File: config.mk
export PLATFORM = sky130hd
export DESIGN_NAME = noc_credit_link_buffer
export DESIGN_NICKNAME = d
export VERILOG_FILES = /design/src/rtl/noc_credit_link_buffer.sv
export SDC_FILE = /design/constraint.sdc
export NUM_CORES = 1
export LEC_CHECK = 0
export ABC_CLOCK_PERIOD_IN_PS = 3900
export BUFFER_PORTS_ARGS = -buffer_cell sky130_fd_sc_hd__buf_4
export CORE_ASPECT_RATIO = 0.8
export CORE_MARGIN = 1.5
export CORE_UTILIZATION = 55
export CTS_BUF_LIST = sky130_fd_sc_hd__clkbuf_8
export DETAILED_ROUTE_END_ITERATION = 12
export PLACE_DENSITY = 0.86
export SLEW_MARGIN = 30
export SYNTH_ARGS = -nofsm -noshare
export SYNTH_HDL_FRONTEND = slang
export SYNTH_SLANG_ARGS = --single-unit
File: constraint.sdc
create_clock -name clk_noc -period 3.9 [get_ports clk_noc]
set_clock_uncertainty 0.1 [all_clocks]
set_input_delay 0.39 -clock clk_noc [delete_from_list [all_inputs] [get_ports clk_noc]]
set_output_delay 0.39 -clock clk_noc [all_outputs]
set_load 0.01 [all_outputs]
File: src/rtl/noc_credit_link_buffer.sv
// -----------------------------------------------------------------------------
// noc_credit_link_buffer
//
// Credit-based repeater between a router output port and the next router's
// input port. Toward the upstream router it behaves as a receiving endpoint:
// it buffers flits and returns one credit per flit drained. Toward the
// downstream router it behaves as a sender: it holds that router's credits and
// forwards a flit only while a credit is held. This lets a long link be
// retimed and buffered without changing either router's credit accounting.
//
// Ports
//   clk_noc       in   NoC clock (single domain)
//   rst_noc_sync  in   synchronous active-high reset
//   data_in       in   flit payload from upstream
//   dest_in       in   flit destination
//   is_tail_in    in   last flit of packet (carried, not interpreted)
//   send_in       in   flit valid (upstream spent a credit)
//   credit_out    out  one-cycle pulse: one local FIFO slot freed
//   data_out      out  registered flit payload to downstream
//   dest_out      out  registered destination
//   is_tail_out   out  registered tail marker
//   send_out      out  registered flit valid to downstream
//   credit_in     in   one-cycle pulse: downstream freed one slot
//   fifo_count    out  local FIFO occupancy
//   credit_count  out  downstream credits currently held
//   overflow_err  out  sticky: send_in arrived while FIFO full
//   credit_err    out  sticky: credit_in arrived with all credits held
// -----------------------------------------------------------------------------
module noc_credit_link_buffer #(
  parameter int FLIT_WIDTH         = 32,
  parameter int DEST_WIDTH         = 6,
  parameter int BUFFER_DEPTH       = 4,
  parameter int DOWNSTREAM_CREDITS = 4,
  parameter int CNT_WIDTH          = $clog2((BUFFER_DEPTH > DOWNSTREAM_CREDITS) ?
                                            BUFFER_DEPTH : DOWNSTREAM_CREDITS) + 1
) (
  input  logic                  clk_noc,
  input  logic                  rst_noc_sync,
  input  logic [FLIT_WIDTH-1:0] data_in,
  input  logic [DEST_WIDTH-1:0] dest_in,
  input  logic                  is_tail_in,
  input  logic                  send_in,
  output logic                  credit_out,
  output logic [FLIT_WIDTH-1:0] data_out,
  output logic [DEST_WIDTH-1:0] dest_out,
  output logic                  is_tail_out,
  output logic                  send_out,
  input  logic                  credit_in,
  output logic [CNT_WIDTH-1:0]  fifo_count,
  output logic [CNT_WIDTH-1:0]  credit_count,
  output logic                  overflow_err,
  output logic                  credit_err
);

  localparam int PTR_W = $clog2(BUFFER_DEPTH);
  localparam logic [CNT_WIDTH-1:0] DEPTH_C = CNT_WIDTH'(BUFFER_DEPTH);
  localparam logic [CNT_WIDTH-1:0] CRED_C  = CNT_WIDTH'(DOWNSTREAM_CREDITS);
  localparam logic [CNT_WIDTH-1:0] ONE_C   = CNT_WIDTH'(1);

  typedef struct packed {
    logic [FLIT_WIDTH-1:0] data;
    logic [DEST_WIDTH-1:0] dest;
    logic                  tail;
  } flit_t;

  flit_t                mem_q [BUFFER_DEPTH];
  logic [PTR_W-1:0]     wr_ptr_q, wr_ptr_d;
  logic [PTR_W-1:0]     rd_ptr_q, rd_ptr_d;
  logic [CNT_WIDTH-1:0] fifo_count_q, fifo_count_d;
  logic [CNT_WIDTH-1:0] credit_count_q, credit_count_d;
  flit_t                out_q, out_d;
  logic                 send_out_q, send_out_d;
  logic                 credit_out_q, credit_out_d;
  logic                 overflow_q, overflow_d;
  logic                 credit_err_q, credit_err_d;
  logic                 push, pop;

  // NOTE: every signal assigned here gets a default first, so no path leaves
  // a value unassigned and no latch is inferred.
  always_comb begin
    // Fullness uses the registered count: a slot freed by a pop at this edge
    // is not reusable until the next cycle, so a full FIFO still drops.
    push = send_in && (fifo_count_q != DEPTH_C);
    pop  = (fifo_count_q != '0) && (credit_count_q != '0);

    wr_ptr_d = push ? wr_ptr_q + PTR_W'(1) : wr_ptr_q;
    rd_ptr_d = pop  ? rd_ptr_q + PTR_W'(1) : rd_ptr_q;

    fifo_count_d = fifo_count_q;
    case ({push, pop})
      2'b10:   fifo_count_d = fifo_count_q + ONE_C;
      2'b01:   fifo_count_d = fifo_count_q - ONE_C;
      default: fifo_count_d = fifo_count_q;
    endcase

    // A returned credit while all credits are held is a protocol error; the
    // count saturates rather than wrapping.
    credit_count_d = credit_count_q;
    if (pop && !credit_in) begin
      credit_count_d = credit_count_q - ONE_C;
    end else if (credit_in && !pop && (credit_count_q != CRED_C)) begin
      credit_count_d = credit_count_q + ONE_C;
    end

    overflow_d   = overflow_q   | (send_in && !push);
    credit_err_d = credit_err_q | (credit_in && (credit_count_q == CRED_C));

    // Output flit holds its last value when idle; only send_out qualifies it.
    out_d        = pop ? mem_q[rd_ptr_q] : out_q;
    send_out_d   = pop;
    credit_out_d = pop;
  end

  // NOTE: sequential state uses non-blocking assignments only, so every
  // register samples the pre-edge value of every other register.
  always_ff @(posedge clk_noc) begin
    if (rst_noc_sync) begin
      wr_ptr_q       <= '0;
      rd_ptr_q       <= '0;
      fifo_count_q   <= '0;
      credit_count_q <= CRED_C;
      out_q          <= '0;
      send_out_q     <= 1'b0;
      credit_out_q   <= 1'b0;
      overflow_q     <= 1'b0;
      credit_err_q   <= 1'b0;
    end else begin
      wr_ptr_q       <= wr_ptr_d;
      rd_ptr_q       <= rd_ptr_d;
      fifo_count_q   <= fifo_count_d;
      credit_count_q <= credit_count_d;
      out_q          <= out_d;
      send_out_q     <= send_out_d;
      credit_out_q   <= credit_out_d;
      overflow_q     <= overflow_d;
      credit_err_q   <= credit_err_d;
    end
  end

  // NOTE: storage is not reset; emptiness is tracked by fifo_count, so stale
  // entries are never read and the array can map onto plain RAM/flops.
  always_ff @(posedge clk_noc) begin
    if (push) begin
      mem_q[wr_ptr_q] <= '{data: data_in, dest: dest_in, tail: is_tail_in};
    end
  end

  assign data_out     = out_q.data;
  assign dest_out     = out_q.dest;
  assign is_tail_out  = out_q.tail;
  assign send_out     = send_out_q;
  assign credit_out   = credit_out_q;
  assign fifo_count   = fifo_count_q;
  assign credit_count = credit_count_q;
  assign overflow_err = overflow_q;
  assign credit_err   = credit_err_q;

endmodule

; Word-level counts from Yosys, hierarchy flattened
; Memories as Yosys holds them, arrays and structs flattened. A register that Yosys moved wholly into a read port is not among the register bits.
; Index checks and enable logic that the tools add are counted.
[word_totals]
n_memories = 1
ramBits = 156
output_inout_bits = 49
regBits = 13
input_bits = 43
[memory_table]
columns = name, depth, width, read_ports, rd_clocked_by_memory_dff, wr, line_no
row1 = mem_q, 4, 39, 1, 1, 1, 66  ; flit_t mem_q [BUFFER_DEPTH];
[op_classes]
add_sub_neg = 6
n_eq_ne = 5
bitwise = 2
reduce_logical = 14
muxes = 5
[ops]
columns = operator, n
row1 = logical AND 1 bit, 7
row2 = "adder 3 x 1 -> 3 bit, second input constant", 2
row3 = two-way mux 3 bit, 2
row4 = "inequality test 3 bit, second input constant", 2
row5 = case mux 3 bit (2 select lines), 1
row6 = nonzero test 3 bit, 2
row7 = "subtractor 3 x 1 -> 3 bit, second input constant", 2
row8 = "adder 2 x 1 -> 2 bit, second input constant", 2
row9 = nonzero test 2 bit, 2
row10 = "equality test 3 bit, second input constant", 1
row11 = logical NOT 1 bit, 3
row12 = "equality test 2 x 1 -> 1 bit, second input constant", 1
row13 = "equality test 2 bit, second input constant", 1
row14 = two-way mux 1 bit, 2
row15 = bitwise OR 1 bit, 2

; Longest topological paths before layout
; Gate-level depths: netlist of run 1.
[depth]
ltp_word = 7
ltp_mapped = 11

; Worst setup path after synthesis of run 1
; No wires, ideal clock.
[synth_path]
path_kind = register to register
start = register fifo_count_q[0], in the netlist fifo_count[0]
end = memory mem_q[0][0] (netlist name), enable pin
stages_incl_launch_ff = 4
arrival_time_ns = 1.888
setup_slack_ns = 1.512
synth_period_minus_slack_ns = 2.388
cell_sequence = dfxtp_1 nor2_1 a21boi_1 and2_1
[synth_via]
elab_chain_cells = 4
[synth_lines]
columns = element, line_no
row1 = "start, declared", 69  ; logic [CNT_WIDTH-1:0] fifo_count_q, fifo_count_d;
row2 = "start signal, assigned", 130  ; fifo_count_q <= fifo_count_d;
row3 = inequality test 3 bit, 83  ; push = send_in && (fifo_count_q != DEPTH_C);
row4 = logical AND 1 bit, 83
row5 = two-way mux 1 bit, 143  ; if (push) begin
row6 = two-way mux 1 bit (not written as such), 144  ; mem_q[wr_ptr_q] <= '{data: data_in, dest: dest_in, tail: is_tail_in};
row7 = "end, declared", 66
; Every way passes these cells.

; Final worst setup path of run 1
[layout_path]
start = register credit_count_q[1], in the netlist credit_count[1]
end = register credit_count_q[2], in the netlist credit_count[2]
[layout_via]
elab_chain_cells = 6
[layout_lines]
columns = element, line_no
row1 = "start, declared", 70  ; logic [CNT_WIDTH-1:0] credit_count_q, credit_count_d;
row2 = "start signal, assigned", 131  ; credit_count_q <= credit_count_d;
row3 = "parallel branches: the longest is 6 deep, another holds adder 3 x 1 -> 3 bit", -
; Several ways; the timed one is not identified. The select of a mux whose other input is x is not followed.
; A chain may end at the register's enable or synchronous reset.

==> impl_metrics.tcl, run 1 <==
set metrics [dict create \
    worst-path-buf-inv 2 \
    vias_per_cell 5.45 \
    synth_nets 507 \
    setup_viol 0 \
    initial_core_util_pct 56.6 \
    cts_buffers 30 \
    grt_pass1_wl_um 24200 \
    drt.antenna.violating_nets 0 \
    dp.cells 705 \
    max_freq_mhz 358 \
    die-area_mm2 0.0147 \
    cap_violations 0 \
    syn2layout_area_growth_pct 23.1 \
    crit_fanout 28 \
    drt-wirelength-per-cell_um 19.1 \
    crit-reg2reg-launch "credit_count[1]$_SDFFE_PP0P_" \
    cts_root_buffer "clkbuf_8" \
    hp-start "send_in" \
    die_width_um 135 \
    p_total_mw 6.55 \
    wirelength_um 15300 \
    synthCells 457 \
    relSlewSlack_pct 44.5 \
    setup_tns_ns 0 \
    hold_viol_final 0 \
    place_ws_ns 1.13 \
    drive_gt1_share_pct 29.4 \
    insertion_delay_ns 0.54 \
    clock_path_buffers 3 \
    core-area_mm2 0.0136 \
    ys_seq_area_share_pct 74.4 \
    crit_chain "or2_1, o21ai_4, inv_2, buf_4, nand2b_1, fa_1, nor2b_1, a22oi_1, mux2i_1" \
    finalCritPeriodShare_pct 71.7 \
    dieHeight_um 109 \
    dr.pass1.iters 4 \
    track_usage_pct 22.0 \
    synthFlopType "edfxtp_1" \
    rsz0062_at_grt "false" \
    final-max-slew-violation-count 0 \
    dp_hpwl_um 8720 \
    cp_top_family "buffers and inverters" \
    gp_congestion 0.723 \
    worst_slew_pin_slew_ns 0.833 \
    grt_antenna_before_repair 0 \
    finalNonFillerCells 799 \
    grt-ovfl-total 0 \
    grt_pass1_vias 4654 \
    clock-sinks 208 \
    post-route-util_pct 69.7 \
    tritoncts "built" \
    vias 4355 \
    drc 0 \
    drtIter0Drc 298 \
    post-route-min-period_ns 2.80 \
    status "complete, no violations" \
    start_kind "flip-flop" \
    crit_arrival_ns 3.16 \
    ys_warn_count 0 \
    layout.nets 646 \
    endpoint_kind "flip-flop" \
    p_per_area_mw_per_mm2 691 \
    synth.distinct_cells 34 \
    fin_ws_ns 1.10 \
    synth-edff-count 156 \
    cpPeakStageDelay_ns 0.40 \
    startpoint "credit_count[1]$_SDFFE_PP0P_" \
    critical_path_class "reg -> reg" \
    num_rows 38 \
    io-pin-count 92 \
    synth-seq-cells 208 \
    cp_data_required_time_ns 4.27 \
    grt_start_max_net_pins 55 \
    num_antenna_cells 0 \
    port_buffers 91 \
    crit_path_top_delay_cell "fa_1" \
    n_fill_cell 908 \
    avgSynthCellArea_um2 16.8 \
    p_leak_nw 3.42 \
    htreeDepth 1 \
    netlist_area_mm2 0.00769 \
    worstHoldPathType "in -> reg" \
    vdd_drop_max_uv 393 \
    async_flop_share_pct 0 \
    clkSlewWorstSetupHoldPaths_ns 0.06 \
]
sequential cells by signal, summed over array words and instances (netlist names):
name / cells
mem_q: 156
data_out: 32
dest_out: 6
credit_count: 3
fifo_count: 3
rd_ptr_q: 2
wr_ptr_q: 2
credit_err: 1
credit_out: 1
is_tail_out: 1
overflow_err: 1
cells by family after synthesis:
family | share of synthesized area, %
buffers and inverters | 2.15
multiplexers | 12.2
AND/OR/NAND/NOR | 5.53
adder cells (fa/ha/maj) | 1.33
AO/OA/AOI/OAI | 3.74
flip-flops | 74.4
XOR/XNOR | 0.569
final timing paths:
kind	endpoint	slack [ns]	cells after the start
hold reg to reg	data_out[16]$_SDFFE_PP0P_	0.36	2
setup reg to reg	credit_count[2]$_SDFFE_PP1P_	1.10	9
setup / recovery	credit_count[2]$_SDFFE_PP1P_	1.10	9
hold / removal	overflow_err$_SDFF_PP0_	0.05	3
layout make-up:
class / instances / area (µm²) / area share, %
sequential: 208 / 5730 / 60.5
multi-input combinational: 213 / 1810 / 19.1
timing repair buffer: 133 / 1110 / 11.7
clock buffer: 34 / 468 / 4.94
tap: 180 / 225 / 2.38
clock inverter: 21 / 85.1 / 0.898
inverter: 10 / 37.5 / 0.396
where the power goes:
group | total [mW] | internal, mW | leakage [nW] | switching (mW)
Sequential | 3.15 | 2.81 | 1.86 | 0.341
Clock | 1.56 | 0.794 | 0.345 | 0.770
Combinational | 1.83 | 0.905 | 1.21 | 0.922
Total | 6.55 | 4.51 | 3.42 | 2.03
tightest hold or removal path, stage by stage:
cell and delay (ns):
buf_4 0.09, a31oi_1 0.08, nor2_1 0.09
synthesized netlist by cell type (all sizes together), types with 2 or more instances:
cell	number	area share, %
a21oi	43	2.8
and2	4	0.33
buf	19	1.3
clkbuf	7	0.34
dfxtp	52	14
edfxtp	156	61
fa	2	0.52
ha	5	0.81
inv	10	0.49
mux2i	4	0.68
mux4	39	11
nand2	78	3.8
nor2	16	0.78
nor2b	2	0.16
o21ai	3	0.34
or3	2	0.23
xnor2	2	0.23
xor2	3	0.34
metrics by stage:
step           hold slack, ns  area (µm²)
4_1_cts                0.0290        9470
5_1_grt                0.0455        9470
6_report               0.0483        9470
2_1_floorplan           0.381        7690
3_5_place_dp            0.353        8530
3_3_place_gp            0.343        8490
layer usage:
layer,GRT usage [%],wire (µm),vias to the layer above
li1,-,-,1986
met1,26.9,5830,2192
met2,39.9,8140,153
met3,4.32,1040,24
met4,6.37,265,0
met5,0,0,-
placed cells by master (no fill, tap or decap):
master	count
edfxtp_1	156
buf_4	92
nand2_1	78
dfxtp_1	50
a21oi_1	43
mux4_2	39
dlygate4sd3_1	39
clkbuf_8	34
inv_1	24
nor2_1	16
ha_1	5
clkinv_2	5
and2_4	4
xor2_1	3
mux2i_1	3
xnor2_1	2
o21ai_0	2
nor2b_1	2
fa_1	2
buf_8	2
dfxtp_4	2
or2_1	1
or3_4	1
o21ai_4	1
inv_2	1
a21boi_1	1
nand2b_1	1
nor3_1	1
mux2i_4	1
o221ai_1	1
mux2_1	1
o211ai_1	1
or3_1	1
a22oi_1	1
a31oi_1	1
a41oi_1	1
clkinv_1	1
repair_timing:
item	CTS	global route
resized for setup	0	0
hold endpoints to repair	156	0
setup buffers	0	0
hold buffers	39	0
No activity file was read; power rests on OpenSTA's default activity.
==> inputs of run 2 (changes only) <==
- ABC_AREA: not set -> 1
- ABC_CLOCK_PERIOD_IN_PS: 3900 -> 2560
- CORE_UTILIZATION: 55 -> 54
- PLACE_DENSITY: 0.86 -> 0.88
- clock period: 3.9 -> 2.56 ns (I/O delays scaled with it)
==> impl_metrics.tcl, run 2 <==
set metrics [dict create \
    status "complete, no violations" \
    crit_fanout 8 \
    core-area_mm2 0.0142 \
    crit_arrival_ns 2.54 \
    die-area_mm2 0.0152 \
    swShare_pct 36.1 \
    place_ws_ns 0.407 \
    start_kind "flip-flop" \
    hold_viol_final 0 \
    yosys-top-cells-area "edfxtp_1 60%, dfxtp_1 13%, nor2_1 8.1%, o21ai_0 6.1%, o22ai_1 3.1%" \
    die_width_um 138 \
    synthCells 642 \
    io-pin-count 92 \
    cts_buffers 29 \
    largest_reg_flops 156 \
    grt-ovfl-total 0 \
    relSlewSlack_pct 48.5 \
    cp_data_required_time_ns 2.95 \
    cpPeakStageDelay_ns 0.38 \
    tritoncts "built" \
    clock-sinks 208 \
    insertion_delay_ns 0.55 \
    layout.nets 830 \
    gp_congestion 0.779 \
    htreeDepth 1 \
    post-route-min-period_ns 2.15 \
    drive_gt1_share_pct 19.7 \
    synth_top_area_cell "edfxtp_1" \
    setup_viol 0 \
    track_usage_pct 22.6 \
    post_dp_cell_area_mm2 0.00869 \
    n_fill_cell 977 \
    clock_power_share_pct 22.5 \
    cts_root_buffer "clkbuf_8" \
    num_antenna_cells 0 \
    cap_violations 0 \
    num_rows 39 \
    grt_pass1_vias 5449 \
    dieHeight_um 111 \
    vias 5346 \
    rsz0062_at_grt "false" \
    dr.pass1.iters 5 \
    p_per_area_mw_per_mm2 1110 \
    switching_power_mw 3.87 \
    port_buffers 91 \
    cp_top_family "simple AND/OR/NAND/NOR gates" \
    synth-edff-count 156 \
    ctsHoldBuffers 42 \
    top_register "mem_q" \
    vdd_drop_max_uv 1230 \
    mostFrequentLayoutCells "165 x nor2_1, 156 x edfxtp_1, 99 x buf_4" \
    clock_path_buffers 3 \
    drtIter0Drc 357 \
    initial_core_util_pct 55.1 \
    synth_top_area_share_pct 59.8 \
    synthFlopType "edfxtp_1" \
    synth_common_cells "169 x nor2_1, 156 x edfxtp_1, 95 x o21ai_0, 52 x dfxtp_1, 39 x o22ai_1" \
    grt_pass1_wl_um 26700 \
    crit_chain "inv_1, nand3_1, nand2_1, ha_1, inv_1, fa_1, a21oi_1, o21ai_0, nand2_1, nand2_1, nor2_1" \
    synth_nets 692 \
    p_leak_nw 3.63 \
    synth-seq-cells 208 \
    netlist_area_mm2 0.00783 \
    final_area_mm2 0.00966 \
    grt_antenna_before_repair 0 \
    post-route-util_pct 68.1 \
    finalCritPeriodShare_pct 84.0 \
    p_comb_share_pct 35.1 \
    synth.distinct_cells 27 \
    drc 0 \
    syn2layout_area_growth_pct 23.4 \
    ys_warn_count 0 \
    async_flop_share_pct 0 \
    hold_slack_ns 0.223 \
    final-max-slew-violation-count 0 \
    grt_start_max_net_pins 80 \
    max_freq_mhz 465 \
    crit_path_top_delay_cell "fa_1" \
    crit_top_cell "nand2_1" \
    ctsResizeCount 0 \
    final_common_cell "nor2_1" \
    dp_hpwl_um 9620 \
    vias_per_cell 5.42 \
    worstHoldPathType "in -> reg" \
    fin_ws_ns 0.410 \
    ys_seq_area_share_pct 73.1 \
    wirelength_um 16600 \
    avgSynthCellArea_um2 12.2 \
    worst_slew_pin_slew_ns 0.772 \
    cts_setup_buffers 0 \
    dp.cells 891 \
    critical_path_class "reg -> reg" \
    p_int_mw 6.85 \
    endpoint_kind "flip-flop" \
    synthMostInstantiatedCell "nor2_1" \
    finalNonFillerCells 987 \
    worst-path-buf-inv 2 \
    drt-wirelength-per-cell_um 16.8 \
    clkSlewWorstSetupHoldPaths_ns 0.06 \
    drt.antenna.violating_nets 0 \
    seq_power_share_pct 42.4 \
]
==> run 2: final cells by class <==
class	count	area, µm²	share of cell area (%)
sequential	208	5730	59.3
multi-input combinational	374	1810	18.7
timing repair buffer	146	1260	13.1
clock buffer	30	413	4.27
tap	184	230	2.38
clock inverter	24	135	1.40
inverter	21	83.8	0.868
==> run 2: tightest hold or removal path: stages <==
cell,delay [ns]
buf_4,0.11
nand2_1,0.30
a21oi_1,0.15
==> run 2: power groups by stage <==
stage	Sequential, mW	Combinational (mW)	Clock, mW
3_3_place_gp	4.58	3.54	0
3_5_place_dp	4.60	3.69	0
5_1_grt	4.60	4.21	2.60
4_1_cts	4.53	3.76	2.46
2_1_floorplan	4.74	2.32	0
6_report	4.54	3.77	2.41
==> run 2: metal layers <==
layer	GRT usage (%)	wire length, µm	vias up
met1	29.7	6950	2542
li1	-	-	2560
met3	4.53	1290	30
met4	7.23	248	0
met5	0	0	-
met2	37.7	8130	214
==> run 2: stage by stage <==
step                power (mW)  setup TNS, ns
floorplan                 7.06         -58.55
global placement          8.12              0
detailed placement        8.29              0
CTS                       10.8              0
global route              11.4              0
finish                    10.7              0
==> run 2: worst paths after layout <==
kind | from | endpoint | slack (ns) | cells after the start
max reg2reg | fifo_count[1]$_SDFFE_PP0P_ | fifo_count[2]$_SDFFE_PP0P_ | 0.41 | 11
min reg2reg | credit_err$_SDFF_PP0_ | credit_err$_SDFF_PP0_ | 0.37 | 1
max | fifo_count[1]$_SDFFE_PP0P_ | fifo_count[2]$_SDFFE_PP0P_ | 0.41 | 11
min | send_in | wr_ptr_q[1]$_SDFFE_PP0P_ | 0.22 | 3
==> run 2: cells by family (layout without fill, tap and decap cells) <==
logic type	Yosys count	in the layout	synth area share, %
DFF	208	208	73.1
adders and majority gates	7	7	1.31
and+or+nand+nor	195	195	9.75
buffers and inverters	60	221	4.11
AOI/OAI and AO/OA	172	172	11.7
==> inputs of run 3 (changes only) <==
- ABC_AREA: 1 -> 0
- ABC_CLOCK_PERIOD_IN_PS: 2560 -> 1800
- clock period: 2.56 -> 1.8 ns (I/O delays scaled with it)
==> impl_metrics.tcl, run 3 (synthesized netlist as in run 1, its figures left out) <==
set metrics [dict create \
    vias_per_cell 5.45 \
    insertion_delay_ns 0.54 \
    endpoint_kind "flip-flop" \
    p_leak_nw 3.64 \
    layout.nets 679 \
    drc 0 \
    hold_viol_final 0 \
    crit_fanout 4 \
    clock_path_buffers 3 \
    met2_length_um 8440 \
    clkSlewWorstSetupHoldPaths_ns 0.07 \
    rsz0062_at_grt "true" \
    tritoncts "built" \
    syn2layout_area_growth_pct 30.3 \
    max_freq_mhz 478 \
    grt_pass1_vias 4820 \
    worstHoldPathType "in -> reg" \
    io-pin-count 92 \
    status "complete, but fails checks" \
    post-route-min-period_ns 2.09 \
    final-max-slew-violation-count 0 \
    n_fill_cell 832 \
    num_rows 38 \
    violations "negative setup slack" \
    grt_pass1_wl_um 24600 \
    vias 4540 \
    setup_tns_ns -0.701 \
    wirelength_um 16100 \
    clock-sinks 208 \
    htreeDepth 1 \
    drive_gt1_share_pct 35.8 \
    setup_viol 3 \
    initial_core_util_pct 56.0 \
    top_register "mem_q" \
    dr.pass1.iters 5 \
    relSlewSlack_pct 72.6 \
    multi_input_comb_area_mm2 0.00188 \
    gp_congestion 0.781 \
    track_usage_pct 22.1 \
    port_buffers 91 \
    num_antenna_cells 0 \
    critical_path_class "reg -> reg" \
    die_width_um 136 \
    worst_slew_pin_slew_ns 0.411 \
    fin_ws_ns -0.293 \
    die-area_mm2 0.0150 \
    grt-ovfl-total 0 \
    dp_hpwl_um 9800 \
    wl_met1_um 6360 \
    core-area_mm2 0.0137 \
    hold_slack_ns 0.191 \
    area.sequential_mm2 0.00574 \
    cp_data_required_time_ns 2.15 \
    mostFrequentLayoutCells "156 x edfxtp_1, 110 x buf_4, 78 x nand2_1" \
    top_layer_used "met4" \
    met3WireLength_um 942 \
    finalCritPeriodShare_pct 116 \
    start_kind "flip-flop" \
    drt.antenna.violating_nets 0 \
    grt_start_max_net_pins 41 \
    drtIter0Drc 304 \
    dieHeight_um 110 \
    cts_buffers 30 \
    largest_reg_flops 156 \
    vdd_drop_max_uv 1080 \
    grt_antenna_before_repair 0 \
    cts_root_buffer "clkbuf_8" \
    crit_arrival_ns 2.44 \
    drt-wirelength-per-cell_um 19.3 \
    final_common_cell "edfxtp_1" \
    p_per_area_mw_per_mm2 1540 \
    place_ws_ns -0.243 \
    cap_violations 0 \
]
## run 3: per-stage QoR
| step | area, µm² | util (%) | total power, mW | cells |
|---|---|---|---|---|
| floorplan | 7740 | - | 9.31 | 457 |
| global placement | 8870 | 64.6 | 11.0 | 731 |
| detailed placement | 8870 | 64.6 | 11.2 | 731 |
| CTS | 9970 | 72.6 | 15.3 | 832 |
| global route | 10000 | 72.9 | 16.2 | 833 |
| finish | 10000 | 72.9 | 15.4 | 833 |
## run 3: timing repair
action,in CTS,in global routing
pin swaps,6,3
endpoints found under the hold margin,187,0
resized for setup,7,10
hold buffers,43,0
endpoints found under the setup margin,5,10
setup buffers,2,1
## run 3: layout make-up
| class | instances | area share (%) |
|---|---|---|
| well taps | 180 | 2.25 |
| multi-input cells | 213 | 18.8 |
| inverters | 10 | 0.400 |
| clock inverters | 23 | 1.79 |
| repair buffers | 166 | 15.0 |
| clock buffers | 33 | 4.53 |
| flip-flops and latches | 208 | 57.2 |
## run 3: worst paths after layout
path / startpoint / to / slack, ns / cells past startpoint
worst max-delay path: fifo_count[1]$_SDFFE_PP0P_ / fifo_count[2]$_SDFFE_PP0P_ / -0.29 / 9
worst max register to register: fifo_count[1]$_SDFFE_PP0P_ / fifo_count[2]$_SDFFE_PP0P_ / -0.29 / 9
worst min-delay path: send_in / wr_ptr_q[1]$_SDFFE_PP0P_ / 0.19 / 5
worst min register to register: dest_out[5]$_SDFFE_PP0P_ / dest_out[5]$_SDFFE_PP0P_ / 0.36 / 2
## run 3: critical path: stages (launching register included)
cell and delay, ns:
dfxtp_2 0.33, or3_4 0.40, o21ai_4 0.09, inv_4 0.07
ha_4 0.16, inv_2 0.05, fa_2 0.18, xor2_1 0.09
or3_1 0.36, a21oi_2 0.17
## run 3: power by group
group | leakage, nW | internal, mW | total, mW | switching (mW)
registers | 1.86 | 6.09 | 6.54 | 0.446
clock network | 0.361 | 2.12 | 3.85 | 1.72
logic | 1.42 | 2.46 | 5.02 | 2.57
total | 3.64 | 10.7 | 15.4 | 4.73
## run 3: layer usage
metal,GRT usage [%],vias to the layer above
met2,39.9,163
li1,-,2055
met3,4.89,26
met5,0,-
met4,7.07,0
met1,26.7,2296
